`config.mk`:
```
export PLATFORM = sky130hd
export DESIGN_NAME = exc_ctrl_flat
export DESIGN_NICKNAME = d
export VERILOG_FILES = /design/src/rtl/exc_ctrl_pkg.sv /design/src/rtl/exc_ctrl_if.sv /design/src/rtl/exc_ctrl_int_sync.sv /design/src/rtl/exc_ctrl.sv /design/src/flat_wrapper.sv
export SDC_FILE = /design/constraint.sdc
export NUM_CORES = 1
export LEC_CHECK = 0
export CORE_MARGIN = 3
export CORE_UTILIZATION = 33
export DETAILED_ROUTE_END_ITERATION = 7
export MAX_ROUTING_LAYER = met4
export PLACE_DENSITY = 0.8
export SLEW_MARGIN = 15
export SYNTH_ARGS = -nofsm -noshare
export SYNTH_HDL_FRONTEND = slang
export SYNTH_SLANG_ARGS = --single-unit
```
`constraint.sdc`:
```
create_clock -name clk -period 1.8 [get_ports clk]
set_input_delay 0.18 -clock clk [delete_from_list [all_inputs] [get_ports clk]]
set_output_delay 0.18 -clock clk [all_outputs]
set_load 0.02 [all_outputs]
```
`src/rtl/exc_ctrl_pkg.sv`:
```
// Exception controller shared types: event kinds, FSM states,
// CP0 STATUS/CAUSE field positions and default vector.
package exc_ctrl_pkg;

  localparam logic [31:0] EXC_VECTOR_DEF = 32'hBFC00380;
  localparam int FLUSH_CYCLES_DEF = 2;

  localparam int ST_IE    = 0;
  localparam int ST_EXL   = 1;
  localparam int ST_IM_LO = 8;
  localparam int ST_IM_HI = 15;
  localparam int CA_IP_LO = 8;
  localparam int CA_IP_HI = 9;

  typedef enum logic [2:0] {
    EXC_NONE,
    EXC_INT,
    EXC_ADEL,
    EXC_ADES,
    EXC_OV,
    EXC_SYS,
    EXC_BP,
    EXC_ERET
  } exc_kind_e;

  typedef enum logic [1:0] {
    S_IDLE,
    S_FLUSH,
    S_BLOCK
  } exc_state_e;

  function automatic exc_kind_e exc_pick(
    input logic intr,
    input logic adel,
    input logic ades,
    input logic ov,
    input logic sys,
    input logic bp,
    input logic eret
  );
    exc_kind_e k;
    k = EXC_NONE;
    if (intr)      k = EXC_INT;
    else if (adel) k = EXC_ADEL;
    else if (ades) k = EXC_ADES;
    else if (ov)   k = EXC_OV;
    else if (sys)  k = EXC_SYS;
    else if (bp)   k = EXC_BP;
    else if (eret) k = EXC_ERET;
    return k;
  endfunction

endpackage

```
`src/rtl/exc_ctrl_if.sv`:
```
// MEM-stage event bundle in, CP0 update pulses and
// fetch redirect out.
interface exc_ctrl_if;
  logic        mem_valid_i;
  logic        mem_stall_i;
  logic [31:0] mem_pc_i;
  logic        mem_delayslot_i;
  logic        mem_syscall_i;
  logic        mem_break_i;
  logic        mem_overflow_i;
  logic        mem_eret_i;
  logic        mem_adel_i;
  logic        mem_ades_i;
  logic [31:0] mem_badaddr_i;
  logic [5:0]  int_i;
  logic        timer_int_i;
  logic [31:0] cp0_status_i;
  logic [31:0] cp0_cause_i;
  logic [31:0] cp0_epc_i;

  logic        int_flag_o;
  logic        eret_flag_o;
  logic        syscall_flag_o;
  logic        break_flag_o;
  logic        overflow_flag_o;
  logic        address_read_error_flag_o;
  logic        address_write_error_flag_o;
  logic        delayslot_flag_o;
  logic [31:0] current_pc_addr_o;
  logic [31:0] badvaddr_o;
  logic        flush_o;
  logic        redirect_valid_o;
  logic [31:0] redirect_pc_o;

  modport slave (
    input  mem_valid_i, mem_stall_i, mem_pc_i,
    input  mem_delayslot_i, mem_syscall_i,
    input  mem_break_i, mem_overflow_i, mem_eret_i,
    input  mem_adel_i, mem_ades_i, mem_badaddr_i,
    input  int_i, timer_int_i,
    input  cp0_status_i, cp0_cause_i, cp0_epc_i,
    output int_flag_o, eret_flag_o, syscall_flag_o,
    output break_flag_o, overflow_flag_o,
    output address_read_error_flag_o,
    output address_write_error_flag_o,
    output delayslot_flag_o, current_pc_addr_o,
    output badvaddr_o, flush_o,
    output redirect_valid_o, redirect_pc_o
  );

  modport master (
    output mem_valid_i, mem_stall_i, mem_pc_i,
    output mem_delayslot_i, mem_syscall_i,
    output mem_break_i, mem_overflow_i, mem_eret_i,
    output mem_adel_i, mem_ades_i, mem_badaddr_i,
    output int_i, timer_int_i,
    output cp0_status_i, cp0_cause_i, cp0_epc_i,
    input  int_flag_o, eret_flag_o, syscall_flag_o,
    input  break_flag_o, overflow_flag_o,
    input  address_read_error_flag_o,
    input  address_write_error_flag_o,
    input  delayslot_flag_o, current_pc_addr_o,
    input  badvaddr_o, flush_o,
    input  redirect_valid_o, redirect_pc_o
  );
endinterface

```
`src/rtl/exc_ctrl_int_sync.sv`:
```
// Two-flop synchronizer for the hardware interrupt lines.
module exc_int_sync (
  input  logic       clk,
  input  logic       rst,
  input  logic [5:0] d,
  output logic [5:0] q
);

  logic [5:0] s1;

  always_ff @(posedge clk) begin
    if (rst) begin
      s1 <= '0;
      q  <= '0;
    end else begin
      s1 <= d;
      q  <= s1;
    end
  end

endmodule

```
`src/rtl/exc_ctrl.sv`:
```
// MEM-stage exception arbiter: one event per window,
// CP0 update pulses, pipeline flush and fetch redirect.
module exc_ctrl
  import exc_ctrl_pkg::*;
#(
  parameter logic [31:0] EXC_VECTOR   = EXC_VECTOR_DEF,
  parameter int          FLUSH_CYCLES = FLUSH_CYCLES_DEF
) (
  input logic       clk,
  input logic       rst,
  exc_ctrl_if.slave bus
);

  localparam int CW = $clog2(FLUSH_CYCLES) + 1;
  localparam logic [CW-1:0] CNT_INIT = CW'(FLUSH_CYCLES - 1);

  exc_state_e state;
  logic [CW-1:0] cnt;
  logic [5:0] hw_raw;
  logic [5:0] hw_pend;
  logic [7:0] ip;
  logic [7:0] im;
  logic int_req;
  exc_kind_e kind;
  logic accept;

  assign hw_raw = {bus.int_i[5] | bus.timer_int_i,
                   bus.int_i[4:0]};

  exc_int_sync u_sync (
    .clk (clk),
    .rst (rst),
    .d   (hw_raw),
    .q   (hw_pend)
  );

  assign ip = {hw_pend,
               bus.cp0_cause_i[CA_IP_HI:CA_IP_LO]};
  assign im = bus.cp0_status_i[ST_IM_HI:ST_IM_LO];

  assign int_req = bus.cp0_status_i[ST_IE]
                 & ~bus.cp0_status_i[ST_EXL]
                 & (|(ip & im));

  assign kind = exc_pick(int_req,
                         bus.mem_adel_i,
                         bus.mem_ades_i,
                         bus.mem_overflow_i,
                         bus.mem_syscall_i,
                         bus.mem_break_i,
                         bus.mem_eret_i);

  assign accept = (state == S_IDLE)
                & bus.mem_valid_i
                & ~bus.mem_stall_i
                & (kind != EXC_NONE);

  always_ff @(posedge clk) begin
    if (rst) begin
      state                          <= S_IDLE;
      cnt                            <= '0;
      bus.flush_o                    <= 1'b0;
      bus.int_flag_o                 <= 1'b0;
      bus.eret_flag_o                <= 1'b0;
      bus.syscall_flag_o             <= 1'b0;
      bus.break_flag_o               <= 1'b0;
      bus.overflow_flag_o            <= 1'b0;
      bus.address_read_error_flag_o  <= 1'b0;
      bus.address_write_error_flag_o <= 1'b0;
      bus.delayslot_flag_o           <= 1'b0;
      bus.current_pc_addr_o          <= '0;
      bus.badvaddr_o                 <= '0;
      bus.redirect_valid_o           <= 1'b0;
      bus.redirect_pc_o              <= '0;
    end else begin
      // pulse outputs live for exactly one cycle after accept
      bus.int_flag_o                 <= 1'b0;
      bus.eret_flag_o                <= 1'b0;
      bus.syscall_flag_o             <= 1'b0;
      bus.break_flag_o               <= 1'b0;
      bus.overflow_flag_o            <= 1'b0;
      bus.address_read_error_flag_o  <= 1'b0;
      bus.address_write_error_flag_o <= 1'b0;
      bus.delayslot_flag_o           <= 1'b0;
      bus.current_pc_addr_o          <= '0;
      bus.badvaddr_o                 <= '0;
      bus.redirect_valid_o           <= 1'b0;
      bus.redirect_pc_o              <= '0;
      case (state)
        S_IDLE: begin
          if (accept) begin
            state                <= S_FLUSH;
            cnt                  <= CNT_INIT;
            bus.flush_o          <= 1'b1;
            bus.int_flag_o       <= (kind == EXC_INT);
            bus.eret_flag_o      <= (kind == EXC_ERET);
            bus.syscall_flag_o   <= (kind == EXC_SYS);
            bus.break_flag_o     <= (kind == EXC_BP);
            bus.overflow_flag_o  <= (kind == EXC_OV);
            bus.address_read_error_flag_o  <= (kind == EXC_ADEL);
            bus.address_write_error_flag_o <= (kind == EXC_ADES);
            bus.delayslot_flag_o  <= bus.mem_delayslot_i;
            bus.current_pc_addr_o <= bus.mem_pc_i;
            bus.badvaddr_o <=
              (kind == EXC_ADEL || kind == EXC_ADES)
                ? bus.mem_badaddr_i : 32'h0;
            bus.redirect_valid_o <= 1'b1;
            bus.redirect_pc_o <= (kind == EXC_ERET)
                                 ? bus.cp0_epc_i : EXC_VECTOR;
          end
        end
        S_FLUSH: begin
          if (cnt == '0) begin
            state       <= S_BLOCK;
            bus.flush_o <= 1'b0;
          end else begin
            cnt <= cnt - 1'b1;
          end
        end
        S_BLOCK: state <= S_IDLE;
        default: begin
          state       <= S_IDLE;
          bus.flush_o <= 1'b0;
        end
      endcase
    end
  end

endmodule

```
`src/flat_wrapper.sv`:
```
// flat-port wrapper written by rule: the top's interface ports become plain ports
module exc_ctrl_flat import exc_ctrl_pkg::*;
#(
  parameter logic [31:0] EXC_VECTOR   = EXC_VECTOR_DEF,
  parameter int          FLUSH_CYCLES = FLUSH_CYCLES_DEF
)
  (clk, rst, bus_mem_valid_i, bus_mem_stall_i, bus_mem_pc_i, bus_mem_delayslot_i, bus_mem_syscall_i, bus_mem_break_i, bus_mem_overflow_i, bus_mem_eret_i, bus_mem_adel_i, bus_mem_ades_i, bus_mem_badaddr_i, bus_int_i, bus_timer_int_i, bus_cp0_status_i, bus_cp0_cause_i, bus_cp0_epc_i, bus_int_flag_o, bus_eret_flag_o, bus_syscall_flag_o, bus_break_flag_o, bus_overflow_flag_o, bus_address_read_error_flag_o, bus_address_write_error_flag_o, bus_delayslot_flag_o, bus_current_pc_addr_o, bus_badvaddr_o, bus_flush_o, bus_redirect_valid_o, bus_redirect_pc_o);
  exc_ctrl_if bus_i ();
  input logic clk;
  input logic rst;
  input wire logic [$bits(bus_i.mem_valid_i)-1:0] bus_mem_valid_i;
  input wire logic [$bits(bus_i.mem_stall_i)-1:0] bus_mem_stall_i;
  input wire logic [$bits(bus_i.mem_pc_i)-1:0] bus_mem_pc_i;
  input wire logic [$bits(bus_i.mem_delayslot_i)-1:0] bus_mem_delayslot_i;
  input wire logic [$bits(bus_i.mem_syscall_i)-1:0] bus_mem_syscall_i;
  input wire logic [$bits(bus_i.mem_break_i)-1:0] bus_mem_break_i;
  input wire logic [$bits(bus_i.mem_overflow_i)-1:0] bus_mem_overflow_i;
  input wire logic [$bits(bus_i.mem_eret_i)-1:0] bus_mem_eret_i;
  input wire logic [$bits(bus_i.mem_adel_i)-1:0] bus_mem_adel_i;
  input wire logic [$bits(bus_i.mem_ades_i)-1:0] bus_mem_ades_i;
  input wire logic [$bits(bus_i.mem_badaddr_i)-1:0] bus_mem_badaddr_i;
  input wire logic [$bits(bus_i.int_i)-1:0] bus_int_i;
  input wire logic [$bits(bus_i.timer_int_i)-1:0] bus_timer_int_i;
  input wire logic [$bits(bus_i.cp0_status_i)-1:0] bus_cp0_status_i;
  input wire logic [$bits(bus_i.cp0_cause_i)-1:0] bus_cp0_cause_i;
  input wire logic [$bits(bus_i.cp0_epc_i)-1:0] bus_cp0_epc_i;
  output wire logic [$bits(bus_i.int_flag_o)-1:0] bus_int_flag_o;
  output wire logic [$bits(bus_i.eret_flag_o)-1:0] bus_eret_flag_o;
  output wire logic [$bits(bus_i.syscall_flag_o)-1:0] bus_syscall_flag_o;
  output wire logic [$bits(bus_i.break_flag_o)-1:0] bus_break_flag_o;
  output wire logic [$bits(bus_i.overflow_flag_o)-1:0] bus_overflow_flag_o;
  output wire logic [$bits(bus_i.address_read_error_flag_o)-1:0] bus_address_read_error_flag_o;
  output wire logic [$bits(bus_i.address_write_error_flag_o)-1:0] bus_address_write_error_flag_o;
  output wire logic [$bits(bus_i.delayslot_flag_o)-1:0] bus_delayslot_flag_o;
  output wire logic [$bits(bus_i.current_pc_addr_o)-1:0] bus_current_pc_addr_o;
  output wire logic [$bits(bus_i.badvaddr_o)-1:0] bus_badvaddr_o;
  output wire logic [$bits(bus_i.flush_o)-1:0] bus_flush_o;
  output wire logic [$bits(bus_i.redirect_valid_o)-1:0] bus_redirect_valid_o;
  output wire logic [$bits(bus_i.redirect_pc_o)-1:0] bus_redirect_pc_o;
  assign bus_i.mem_valid_i = bus_mem_valid_i;
  assign bus_i.mem_stall_i = bus_mem_stall_i;
  assign bus_i.mem_pc_i = bus_mem_pc_i;
  assign bus_i.mem_delayslot_i = bus_mem_delayslot_i;
  assign bus_i.mem_syscall_i = bus_mem_syscall_i;
  assign bus_i.mem_break_i = bus_mem_break_i;
  assign bus_i.mem_overflow_i = bus_mem_overflow_i;
  assign bus_i.mem_eret_i = bus_mem_eret_i;
  assign bus_i.mem_adel_i = bus_mem_adel_i;
  assign bus_i.mem_ades_i = bus_mem_ades_i;
  assign bus_i.mem_badaddr_i = bus_mem_badaddr_i;
  assign bus_i.int_i = bus_int_i;
  assign bus_i.timer_int_i = bus_timer_int_i;
  assign bus_i.cp0_status_i = bus_cp0_status_i;
  assign bus_i.cp0_cause_i = bus_cp0_cause_i;
  assign bus_i.cp0_epc_i = bus_cp0_epc_i;
  assign bus_int_flag_o = bus_i.int_flag_o;
  assign bus_eret_flag_o = bus_i.eret_flag_o;
  assign bus_syscall_flag_o = bus_i.syscall_flag_o;
  assign bus_break_flag_o = bus_i.break_flag_o;
  assign bus_overflow_flag_o = bus_i.overflow_flag_o;
  assign bus_address_read_error_flag_o = bus_i.address_read_error_flag_o;
  assign bus_address_write_error_flag_o = bus_i.address_write_error_flag_o;
  assign bus_delayslot_flag_o = bus_i.delayslot_flag_o;
  assign bus_current_pc_addr_o = bus_i.current_pc_addr_o;
  assign bus_badvaddr_o = bus_i.badvaddr_o;
  assign bus_flush_o = bus_i.flush_o;
  assign bus_redirect_valid_o = bus_i.redirect_valid_o;
  assign bus_redirect_pc_o = bus_i.redirect_pc_o;
  exc_ctrl #(.EXC_VECTOR(EXC_VECTOR), .FLUSH_CYCLES(FLUSH_CYCLES)) u_core (.clk(clk), .rst(rst), .bus(bus_i));
endmodule
```
==> results summary <==
The run finished with clean final reports. Post-CTS repair changed the size of 0 cells. The sort of element at the end of the critical path is a flop. The detailed placement HPWL is 7840 µm. The number of hold buffers added after cts came out at 0. The routability-driven placement congestion ratio came out at 0.764. Clock-pin slew was measured on the worst setup and hold paths at 0.05 ns. Of the cells placed in the final design, the portion with a size suffix greater than 1 is 0.0848. The portion of the post-synthesis area used by sequential elements came out at 0.683. The cell area after placement is 0.00611 mm². The number of synthesis warnings is 0.

The via count of the first global-routing pass was 3105. For the finished layout, the period the worst path requires is 1.64 ns. For met2 alone, demand over resource in global routing was 0.302.

The number of iterations in the first detailed-routing pass came out at 4. The switching power share of the total came out at 0.198. The fraction of synthesized cell area taken by the top area cell type is 0.683. In the global route stage, met1 resource usage came out at 0.168.

The global routing usage on met3 came out at 0.0571. In this run the worst path has a maximum fanout of 21. The internal portion of the total power is 5340 µW.

The gate count after technology mapping is 304. The placeable core region is 0.0104 mm². The timing startpoint of the critical path is u_core.state[1]. Using the TritonRoute via totals, the vias-per-cell ratio works out to 4.25. The detailed-route wire length came out at 10200 µm. The clock buffer count from CTS came out at 17. The worst hold slack after final layout came out at about 0.24 ns. The number of hold violations in the final report came to 0. The DRC violations left is 0. STA puts the critical path data required time at 2.23 ns. The antenna diode instance count is 0.

The number of synthesized register bits came out at about 120. Relative to the synthesized area, the layout overhead comes to 87.0%. The switching power of the nets is ~1300 µW.

The height of the chip is between 100 and 150 µm. For this run, the top clock speed supported by timing is between 600 and 700 MHz. After the first detailed-routing iteration, the DRC count stood at 69. Buffers added to address setup during post-CTS repair amount to 0.

The TritonCTS clock tree is yes. The synthesized design spends more area on one cell type than any other, namely sky130_fd_sc_hd__dfxtp_1. The count of pins on the block boundary came out at 284. The setup skew after layout came out at 0.00464 ns. The worst pin sits at a relative slew slack of 0.572.

No sink is reached through more buffers than the 2 on the longest clock path. The synthesized area per cell is 11.8 µm². Across the run, the number of max-cap violations was 0.

The maximum vdd ir drop is between 500 and 600 µV. In this run the power density over the cells is 996 mW/mm². In the final routed layout, each cell accounts on average for about 15 µm. The clock share of power is 0.489. The CTS H-tree depth came out at 4.

When the netlist entered floorplanning its net count stood at 483. The initial core utilization came out at 0.344. The area of the die is 0.0121 mm². Timing analysis after detailed placement gives a worst setup slack of -0.291 ns. The cell leakage power is 0.00260 µW. The part of the cycle the worst path needs is 0.914. The via count came out at 2981.

The path category of the worst min-delay check is input port to flop. After global routing, the most crowded layer is met2. The final total power came out at between 6000 and 7000 µW. The initial antenna violation count is 0. Global routing finished with a remaining overflow of 0. Data on the critical path arrives at its endpoint at 2.08 ns. Measured on the finished design, the core utilization comes to 0.642. The total count of max-transition violations in the final report was 0. The critical path is of the flop to flop type. In this run, distinct cell masters in the synthesized netlist total 31. The largest net degree at the start of global routing is 35. The site row count is 37. Setup repair after global routing left no endpoint under its margin. The share of power burned in registers came out at 0.420. For the worst-skew pair, the clock arrives at the later sink with an insertion delay of 0.49 ns. The root buffer cell chosen for the clock tree is sky130_fd_sc_hd__clkbuf_8.

The startpoint identified for the worst register-to-register timing path is u_core.state[1]. The combined global-route utilization of all metal layers is 0.167. The die is 110 µm wide. Yosys attributes the largest share of cell area to sky130_fd_sc_hd__dfxtp_1, sky130_fd_sc_hd__and2_1, sky130_fd_sc_hd__nor2b_1. STA classifies the critical path startpoint as a flop. The fraction of power consumed by combinational cells is 0.091. The final design instance area without fill is 0.00669 mm².

The total setup violations reported at the end of the flow is 0. The number of clock sinks is 122. The launch point of the worst hold path is bus_mem_pc_i[21]. The wire length of the first global-routing pass is 14800 µm. The final layout contains 732 nets.

Buffers placed on the I/O ports in this run total 231. In the post-route analysis, the smallest setup slack over all paths is 0.155 ns. The number of nets with antenna violations after routing came out at 0. The synthesized cell area is between 0.003 and 0.004 mm².

For the pin with the worst max-slew slack, the measured transition is approximately 0.64 ns.
-- cell usage after synthesis --
cell	n
sky130_fd_sc_hd__a21o_1	1
sky130_fd_sc_hd__a21oi_1	14
sky130_fd_sc_hd__a22o_1	1
sky130_fd_sc_hd__a22oi_1	4
sky130_fd_sc_hd__a31oi_1	1
sky130_fd_sc_hd__a41oi_2	1
sky130_fd_sc_hd__and2_1	53
sky130_fd_sc_hd__and3_1	1
sky130_fd_sc_hd__and4_1	1
sky130_fd_sc_hd__and4b_1	1
sky130_fd_sc_hd__buf_6	3
sky130_fd_sc_hd__clkbuf_1	12
sky130_fd_sc_hd__dfxtp_1	122
sky130_fd_sc_hd__ha_1	1
sky130_fd_sc_hd__inv_1	4
sky130_fd_sc_hd__nand2_1	1
sky130_fd_sc_hd__nand2b_1	3
sky130_fd_sc_hd__nand3b_1	1
sky130_fd_sc_hd__nor2_1	6
sky130_fd_sc_hd__nor2b_1	45
sky130_fd_sc_hd__nor3_1	4
sky130_fd_sc_hd__nor3_2	1
sky130_fd_sc_hd__nor3b_1	2
sky130_fd_sc_hd__nor4b_1	2
sky130_fd_sc_hd__nor4b_2	1
sky130_fd_sc_hd__o21ai_0	13
sky130_fd_sc_hd__o21ai_2	1
sky130_fd_sc_hd__o21bai_1	1
sky130_fd_sc_hd__o21bai_4	1
sky130_fd_sc_hd__or3_4	1
sky130_fd_sc_hd__or4_4	1
-- flip-flops by register name (all words and copies together), names as in the netlist, 2 cells and up --
name / count
u_core.cnt: 2
u_core.bus.badvaddr_o: 32
u_core.state: 2
u_core.bus.current_pc_addr_o: 32
u_core.u_sync.q: 6
u_core.u_sync.s1: 6
u_core.bus.redirect_pc_o: 32
-- critical path: stages (launching register included) --
cell and delay (ns):
sky130_fd_sc_hd__dfxtp_1 0.32, sky130_fd_sc_hd__nor4b_2 0.35, sky130_fd_sc_hd__nand2b_1 0.22, sky130_fd_sc_hd__nor3_1 0.28
sky130_fd_sc_hd__buf_4 0.25, sky130_fd_sc_hd__and2_1 0.17
-- per-layer routing --
metal,routed length (µm),part of all wire
met1,3640,0.36
met2,5540,0.54
met3,877,0.086
met4,125,0.012
met5,0,0
-- placed cells by master, fill, tap and decap left out, drive strengths merged, types with 2 or more instances in the layout --
cell,instances
a21oi,14
a22oi,4
and2,53
buf,14
bufinv,3
clkbuf,24
clkdlybuf4s50,231
clkinv,4
dfxtp,122
inv,4
nand2b,3
nor2,6
nor2b,45
nor3,5
nor3b,2
nor4b,3
o21ai,14
o21bai,2
-- final timing paths --
| check | endpoint | slack (ns) | depth (start not counted) |
|---|---|---|---|
| worst max-delay path | u_core.bus.redirect_pc_o[20] | 0.16 | 5 |
| worst min-delay path | u_core.bus.current_pc_addr_o[21] | 0.24 | 2 |
| worst max register to register | u_core.bus.redirect_pc_o[20] | 0.16 | 5 |
| worst min register to register | u_core.u_sync.q[4] | 0.44 | 1 |
-- through the flow --
step	setup TNS (ns)	std cells
4_1_cts	0	702
2_1_floorplan	0	304
3_5_place_dp	-11.60	670
3_3_place_gp	-9.12	670
6_report	0	702
5_1_grt	0	702
-- logic make-up (layout without fill, tap and decap cells) --
kind of cell / count (synthesis) / count (layout) / share of synthesized area
adder cells (fa/ha/maj): 1 / 1 / 0.00350
flip-flops: 122 / 122 / 0.683
AND/OR/NAND/NOR: 124 / 124 / 0.221
AO/OA/AOI/OAI: 38 / 38 / 0.0668
buffers and inverters: 19 / 281 / 0.0262
-- power groups by stage --
stage	clock network [µW]	logic [µW]	registers [µW]
floorplan	0	119	2920
global placement	0	598	2850
detailed placement	0	608	2850
CTS	3320	614	2800
global route	3450	648	2800
finish	3260	609	2800
-- layout make-up --
| cell class | count | area (µm²) |
|---|---|---|
| repair buffers | 245 | 2440 |
| well taps | 136 | 170 |
| fillers | 823 | 3730 |
| inverters | 4 | 15.0 |
| clock buffers | 24 | 460 |
| multi-input cells | 163 | 1040 |
| flip-flops and latches | 122 | 2440 |
| clock inverters | 8 | 118 |
Power figures use the tool's default switching activity.
